--- config.mk ---
export PLATFORM = sky130hd
export DESIGN_NAME = pe_read_controller
export DESIGN_NICKNAME = d
export VERILOG_FILES = /design/src/rtl/pe_read_controller_pkg.sv /design/src/rtl/valid_delay_line.sv /design/src/rtl/pe_read_controller.sv
export SDC_FILE = /design/constraint.sdc
export NUM_CORES = 1
export LEC_CHECK = 0
export BUFFER_PORTS_ARGS = -buffer_cell sky130_fd_sc_hd__clkbuf_2
export CAP_MARGIN = 30
export CORE_ASPECT_RATIO = 1.5
export CORE_MARGIN = 2
export CORE_UTILIZATION = 35
export DETAILED_ROUTE_END_ITERATION = 10
export PLACE_DENSITY = 0.7
export SYNTH_ARGS = -nofsm -noshare
export SYNTH_HDL_FRONTEND = slang
export SYNTH_SLANG_ARGS = --single-unit
--- constraint.sdc ---
create_clock -name clk -period 1.5 [get_ports clk]
set_input_delay 0.3 -clock clk [delete_from_list [all_inputs] [get_ports clk]]
set_output_delay 0.3 -clock clk [all_outputs]
set_load 0.01 [all_outputs]
--- src/rtl/pe_read_controller_pkg.sv ---
// Shared accelerator defaults, used by pe_read_controller and read_address_generator alike.
package pe_read_controller_pkg;

  localparam int unsigned PipeDepthDefault   = 2;
  localparam int unsigned WinCntWidthDefault = 8;

endpackage

--- src/rtl/valid_delay_line.sv ---
// Fixed-depth single-bit delay line with a synchronous flush.
module valid_delay_line #(
  parameter int unsigned Depth = 2
) (
  input  logic clk,
  input  logic rst,
  input  logic clear,
  input  logic din,
  output logic dout
);

  logic [Depth-1:0] shift_q, shift_d;

  always_comb begin
    shift_d    = shift_q << 1;
    shift_d[0] = din;
  end

  always_ff @(posedge clk or posedge rst) begin
    if (rst) begin
      shift_q <= '0;
    end else if (clear) begin
      shift_q <= '0;
    end else begin
      shift_q <= shift_d;
    end
  end

  assign dout = shift_q[Depth-1];

endmodule

--- src/rtl/pe_read_controller.sv ---
// Read-side controller of a PE: sequences a convolution pass against the address generator
// and flags each finished window's partial sum once it leaves the MAC pipeline.
module pe_read_controller
  import pe_read_controller_pkg::*;
#(
  parameter int unsigned PIPE_DEPTH    = PipeDepthDefault,
  parameter int unsigned WIN_CNT_WIDTH = WinCntWidthDefault
) (
  input  logic                     clk,
  input  logic                     rst,
  input  logic                     start,
  input  logic                     abort,
  input  logic                     ifmap_valid,
  input  logic                     end_valid_in,
  input  logic                     psum_full,
  input  logic                     at_end_data,
  input  logic                     co_pipe,
  output logic                     read_data,
  output logic                     stall,
  output logic                     clr_addr,
  output logic                     valid_end,
  output logic                     busy,
  output logic                     done,
  output logic                     psum_valid,
  output logic [WIN_CNT_WIDTH-1:0] win_count
);

  typedef enum logic [2:0] {StIdle, StClear, StWait, StRun, StDrain, StDone} state_e;

  localparam int unsigned DrainWidth = (PIPE_DEPTH > 1) ? $clog2(PIPE_DEPTH) : 1;
  localparam logic [WIN_CNT_WIDTH-1:0] WinOne = WIN_CNT_WIDTH'(1);

  state_e                   state_q, state_d;
  logic [DrainWidth-1:0]    drain_q, drain_d;
  logic [WIN_CNT_WIDTH-1:0] win_count_q, win_count_d;
  logic                     accept;
  logic                     last_drain;

  assign accept     = (state_q == StRun) && !stall;
  assign last_drain = (drain_q == DrainWidth'(PIPE_DEPTH - 1));

  always_comb begin
    state_d     = state_q;
    drain_d     = '0;
    win_count_d = win_count_q;
    read_data   = 1'b0;
    stall       = 1'b0;
    clr_addr    = 1'b0;
    valid_end   = 1'b0;
    done        = 1'b0;
    busy        = (state_q != StIdle);
    case (state_q)
      StIdle: begin
        if (start) state_d = StClear;
      end
      StClear: begin
        clr_addr    = 1'b1;
        win_count_d = '0;
        state_d     = StWait;
      end
      StWait: begin
        valid_end = end_valid_in;
        if (ifmap_valid && end_valid_in) state_d = StRun;
      end
      StRun: begin
        read_data = 1'b1;
        stall     = psum_full || !ifmap_valid;
        valid_end = end_valid_in;
        if (!stall && co_pipe) begin
          if (win_count_q != '1) win_count_d = win_count_q + WinOne;
          if (at_end_data) state_d = StDrain;
        end
      end
      StDrain: begin
        // Hold off DONE until the last window's psum has left the pipeline.
        drain_d = drain_q + DrainWidth'(1);
        if (last_drain) begin
          drain_d = '0;
          state_d = StDone;
        end
      end
      StDone: begin
        done    = 1'b1;
        state_d = StIdle;
      end
      default: state_d = StIdle;
    endcase
    if (abort) begin
      state_d = StIdle;
      drain_d = '0;
    end
  end

  always_ff @(posedge clk or posedge rst) begin
    if (rst) begin
      state_q     <= StIdle;
      drain_q     <= '0;
      win_count_q <= '0;
    end else begin
      state_q     <= state_d;
      drain_q     <= drain_d;
      win_count_q <= win_count_d;
    end
  end

  valid_delay_line #(
    .Depth(PIPE_DEPTH)
  ) u_psum_delay (
    .clk  (clk),
    .rst  (rst),
    .clear(abort),
    .din  (accept && co_pipe),
    .dout (psum_valid)
  );

  assign win_count = win_count_q;

endmodule

# Yosys cells after proc, flatten, opt, wreduce, memory -nomap -nowiden
# Cells that the tools add are included.
# word_totals
register_bits,14
out_inout_bits,15
# classes
muxes,19
addsub,2
n_reduce_logical,14
n_eq_ne,13
# ops
op,count
$mux 3,6
$mux 8,2
$pmux 8 s2,1
$pmux 3 s5,1
$ne 3x3->1 const B,4
$add 8x1->8 const B,1
$mux 1,8
$ne 8x8->1 const B,1
$eq 3x2->1 const B,2
$eq 3x3->1 const B,2
$reduce_and 5->1,1
$logic_and 1x1->1,4
$ne 2x1->1 const B,2
$eq 3x1->1 const B,1
$logic_not 1->1,3
$logic_not 3->1,1
$ne 3x2->1 const B,1
$reduce_and 3->1,1
$reduce_bool 3->1,1
$mux 2,1
$reduce_bool 2->1,1
$reduce_or 2->1,1
$add 1x1->1 const B,1
$logic_or 1x1->1,1

# Logic depth before layout (Yosys ltp)
# logic_depth
word_depth,7
ltp_mapped,6

# Modules after synthesis
# A second synthesis with hierarchy kept.
# hier_totals
cells_unflattened,85
area_unflattened_um2,808.3
# by_module_without_submodules
mod,n_inst,area_per_inst_um2,seq_area_each_um2,cells_each
pe_read_controller,1,742.0,300.3,80
valid_delay_line,1,66.3,50.0,5

# Worst setup path before layout
# No wires, ideal clock.
# synth_path
path_type,flip-flop to flip-flop
from,reg win_count_q[0] (netlist: win_count[0])
to,reg win_count_q[0] (netlist: win_count[0])
setup_time_ns,0.128
arrival_time_ns,1.417
path_buffers,0
path_stages_with_launch,6
path_slack_ns,-0.045
synth_period_minus_slack_ns,1.545
cell_sequence,dfrtp_1 ha_1 and4_1 nand3_2 nand2_1 mux2_1
# synth_via
elab_chain_len,4
# synth_lines
element,line_no,text
"start, declared",pe_read_controller.sv:35,"logic [WIN_CNT_WIDTH-1:0] win_count_q, win_count_d;"
"start signal, assigned",pe_read_controller.sv:102,win_count_q <= win_count_d;
$add 8x1->8,pe_read_controller.sv:70,if (win_count_q != '1) win_count_d = win_count_q + WinOne;
$mux 8,pe_read_controller.sv:70,
$mux 8,pe_read_controller.sv:69,if (!stall && co_pipe) begin
$pmux 8 s2,pe_read_controller.sv:52,case (state_q)
# Several ways; a longest one is shown, not always the timed one. The select of a mux whose other input is x is not followed.
# A chain may end at the register's enable or synchronous reset.

# Worst setup path in the final report
# layout_path
from,reg state_q[0]
to,out busy
# layout_via
elab_chain_len,1
# layout_lines
element,line_no,text
"start, declared",pe_read_controller.sv:33,"state_e state_q, state_d;"
"start signal, assigned",pe_read_controller.sv:96,state_q <= StIdle;
"start signal, assigned",pe_read_controller.sv:100,state_q <= state_d;
$reduce_bool 3->1,pe_read_controller.sv:51,busy = (state_q != StIdle);
"end, declared",pe_read_controller.sv:22,"output logic busy,"
# No other way between the ends.

==> reports/results.ini <==
[yosys]
synth_edf_count=0
synth_top_cell_by_area=dfrtp_1
synth_fp_nets=93
synthArstFlopShare_pct=100
synth-xor-area-share_pct=0
ys_ff_latch=14
syn_area_per_cell_um2=10.1
synth_most_common_cell=dfrtp_1
synth-compound-area-share_pct=23.8
ys_warn_count=0
seq_area_frac_synth_pct=42.0
synth_mux_area_share_pct=2.55
synth_top_family_by_area=simple AND/OR/NAND/NOR gates
synthFlopType=dfrtp_1
syn_inst=83
yosys-top-cells-area=dfrtp_1 42%, nor2_1 4.0%, a31oi_1 3.7%
synth_common_cells=14 x dfrtp_1, 9 x nor2_1, 6 x a21oi_1
synthAdderAreaFrac_pct=1.50
syn-cell-area_um2=835
synth_cell_types=38
yosysTopAreaCellShare_pct=42.0
synth_simple_gate_area_share_pct=27.3

[critical_path]
end_kind=output pin
worstSetupPathType=reg -> out
r2r_start=win_count[1]$_DFFE_PP0P_
reg2reg_to=win_count[0]$_DFFE_PP0P_
startpoint_type=flop
worstPathCellList=buf_6 -> or3_1 -> clkbuf_2
crit_required_ns=1.20
arrival_ns=1.31
reg2reg_slack_ns=0.06
r2r.worst_path.cells=5
crit_buf_inv=2
slowest_delay_ns=0.42
crit_path_max_fanout=2
cp_top_family=flip-flops
cp_slowest_cell=dfrtp_2

[layout]
layout-drive-gt1-share_pct=51.9
diodes=0
final_nets=144
area_growth_pct=53.8
stdcell_count=156
finish.utilization_pct=56.8

[die]
start_util_pct=36.9
rows=21
core-area_um2=2260
die_w_um=43.9
die_area_um2=2800
pin_count=24
die_height_um=63.8

[pwr]
leakage_nw=0.678
swShare_pct=27.0
power_frac_clock_pct=32.3
powerDensity_nw_per_um2=667
p_int_mw=0.625
share_seq_of_total_power_pct=45.6
power_mw=0.857
p_comb_share_pct=22.0
p_sw_mw=0.232
vdd_drop_max_mv=0.450

[grt]
grt_pass1_wl_um=3490
overflow=0
grt_pass1_vias=833
antenna_found_initial=0
grt_usage_pct=16.6
grt_max_degree=15

[drt]
wire_per_inst_um=14.3
drtPass1Iterations=4
drtAntennaViolNets=0
viasPerCell=5.63
vias=879
wl_um=2230
drt_iter0_drc=21
drcViolationCount=0

[placed_design]
dpl.cell_count=140
io_buffers=23
dp_hpwl_um=1530
gp_congestion=0.887

[clock_network]
cts_buffers=3
cts_buffer_depth=2
cts_tree=built
clkLatencyLatePin_ns=0.29
cts.clk_slew.worst_paths_ns=0.08
htreeDepth=1
cts_sinks=14
root_buffer=clkbuf_4

[sta]
finalHoldViolations=0
rsz0062_at_grt=yes
fin_ws_ns=-0.110
setup_violations=3
drv_slew=0
period_needed_ns=1.61
worst_slew_pin_slew_ns=0.556
fmax_mhz=621
post-route-period-util_pct=107
clock_skew_ns=0.000719
maxSlewHeadroom_pct=62.9

[run_status]
violations=setup timing
status=finished with violations

[min_path]
worstHoldPathType=in -> async

[job]
maxCapViolCount=0

==> per-stage QoR <==
step	setup TNS (ns)	hold WS, ns	setup slack (ns)	instance area, um^2
global placement	0	0.347	0.0523	1080
CTS	-0.202	0.0492	-0.111	1190
global route	-0.425	0.0759	-0.162	1280
floorplan	0	0.189	0.00509	850
detailed placement	0	0.362	0.0118	1080
finish	-0.193	0.0295	-0.110	1280
==> cells in the final DEF (no fill, tap or decap), drive strengths merged, types with 2 or more instances in the layout <==
master and n:
and3b 2, o21ai 4, inv 4, clkbuf 23
nand2 5, nor2 9, nand3 3, and3 4
a41o 2, dfrtp 14, nand4 2, buf 29
a2111oi 2, nand3b 3, a21oi 7, a31oi 5
==> registers in the layout, indices dropped and copies added, names as in the netlist <==
| signal | cells |
|---|---|
| drain_q | 1 |
| u_psum_delay.shift_q | 2 |
| win_count | 8 |
| state_q | 3 |
==> power by group through the flow <==
| stage | clock network, mW | registers, mW | logic (mW) |
|---|---|---|---|
| floorplan | 0 | 0.406 | 0.0670 |
| global placement | 0 | 0.400 | 0.128 |
| detailed placement | 0 | 0.401 | 0.130 |
| CTS | 0.283 | 0.391 | 0.162 |
| global route | 0.298 | 0.392 | 0.206 |
| finish | 0.277 | 0.391 | 0.189 |
==> per-layer routing <==
metal	share of wire, %	wire length, um	GRT usage [%]
met1	41	909	18.4
met4	2.0	44	11.4
met3	4.4	98	1.69
met2	53	1180	28.5
met5	0	0	0
==> logic make-up after synthesis <==
family | Yosys count
AND/OR/NAND/NOR | 35
AO/OA/AOI/OAI | 25
flip-flops | 14
buffers and inverters | 6
multiplexers | 2
adder cells (fa/ha/maj) | 1
==> worst max path at each step <==
stage / from / to / slack, ns / cells past startpoint
2_1_floorplan: win_count[1]$_DFFE_PP0P_ / win_count[0]$_DFFE_PP0P_ / 0.005 / 5
3_3_place_gp: psum_full / win_count[7]$_DFFE_PP0P_ / 0.05 / 5
3_5_place_dp: psum_full / win_count[7]$_DFFE_PP0P_ / 0.01 / 5
4_1_cts: state_q[0]$_DFFE_PP0P_ / busy / -0.11 / 3
5_1_grt: state_q[0]$_DFFE_PP0P_ / busy / -0.16 / 3
6_report: state_q[0]$_DFFE_PP0P_ / busy / -0.11 / 3
==> worst reg2reg max path: stages (launching register included) <==
cell and delay, ns:
dfrtp_1 0.38, ha_2 0.21, and4_4 0.25, nand3_4 0.11, nand2_4 0.08, mux2_1 0.31
==> layout make-up <==
cell class / count / area, um^2
inverters: 4 / 17.5
flip-flops and latches: 14 / 353
multi-input cells: 63 / 513
well taps: 23 / 28.8
fillers: 199 / 976
repair buffers: 48 / 335
clock buffers: 4 / 36.3
==> what timing repair did <==
action,CTS,global route
setup endpoints to repair,3,7
resized for setup,9,14
pin swaps,2,5
buffers inserted,5,8
hold buffers,0,0
No activity file was read; power rests on OpenSTA's default activity.
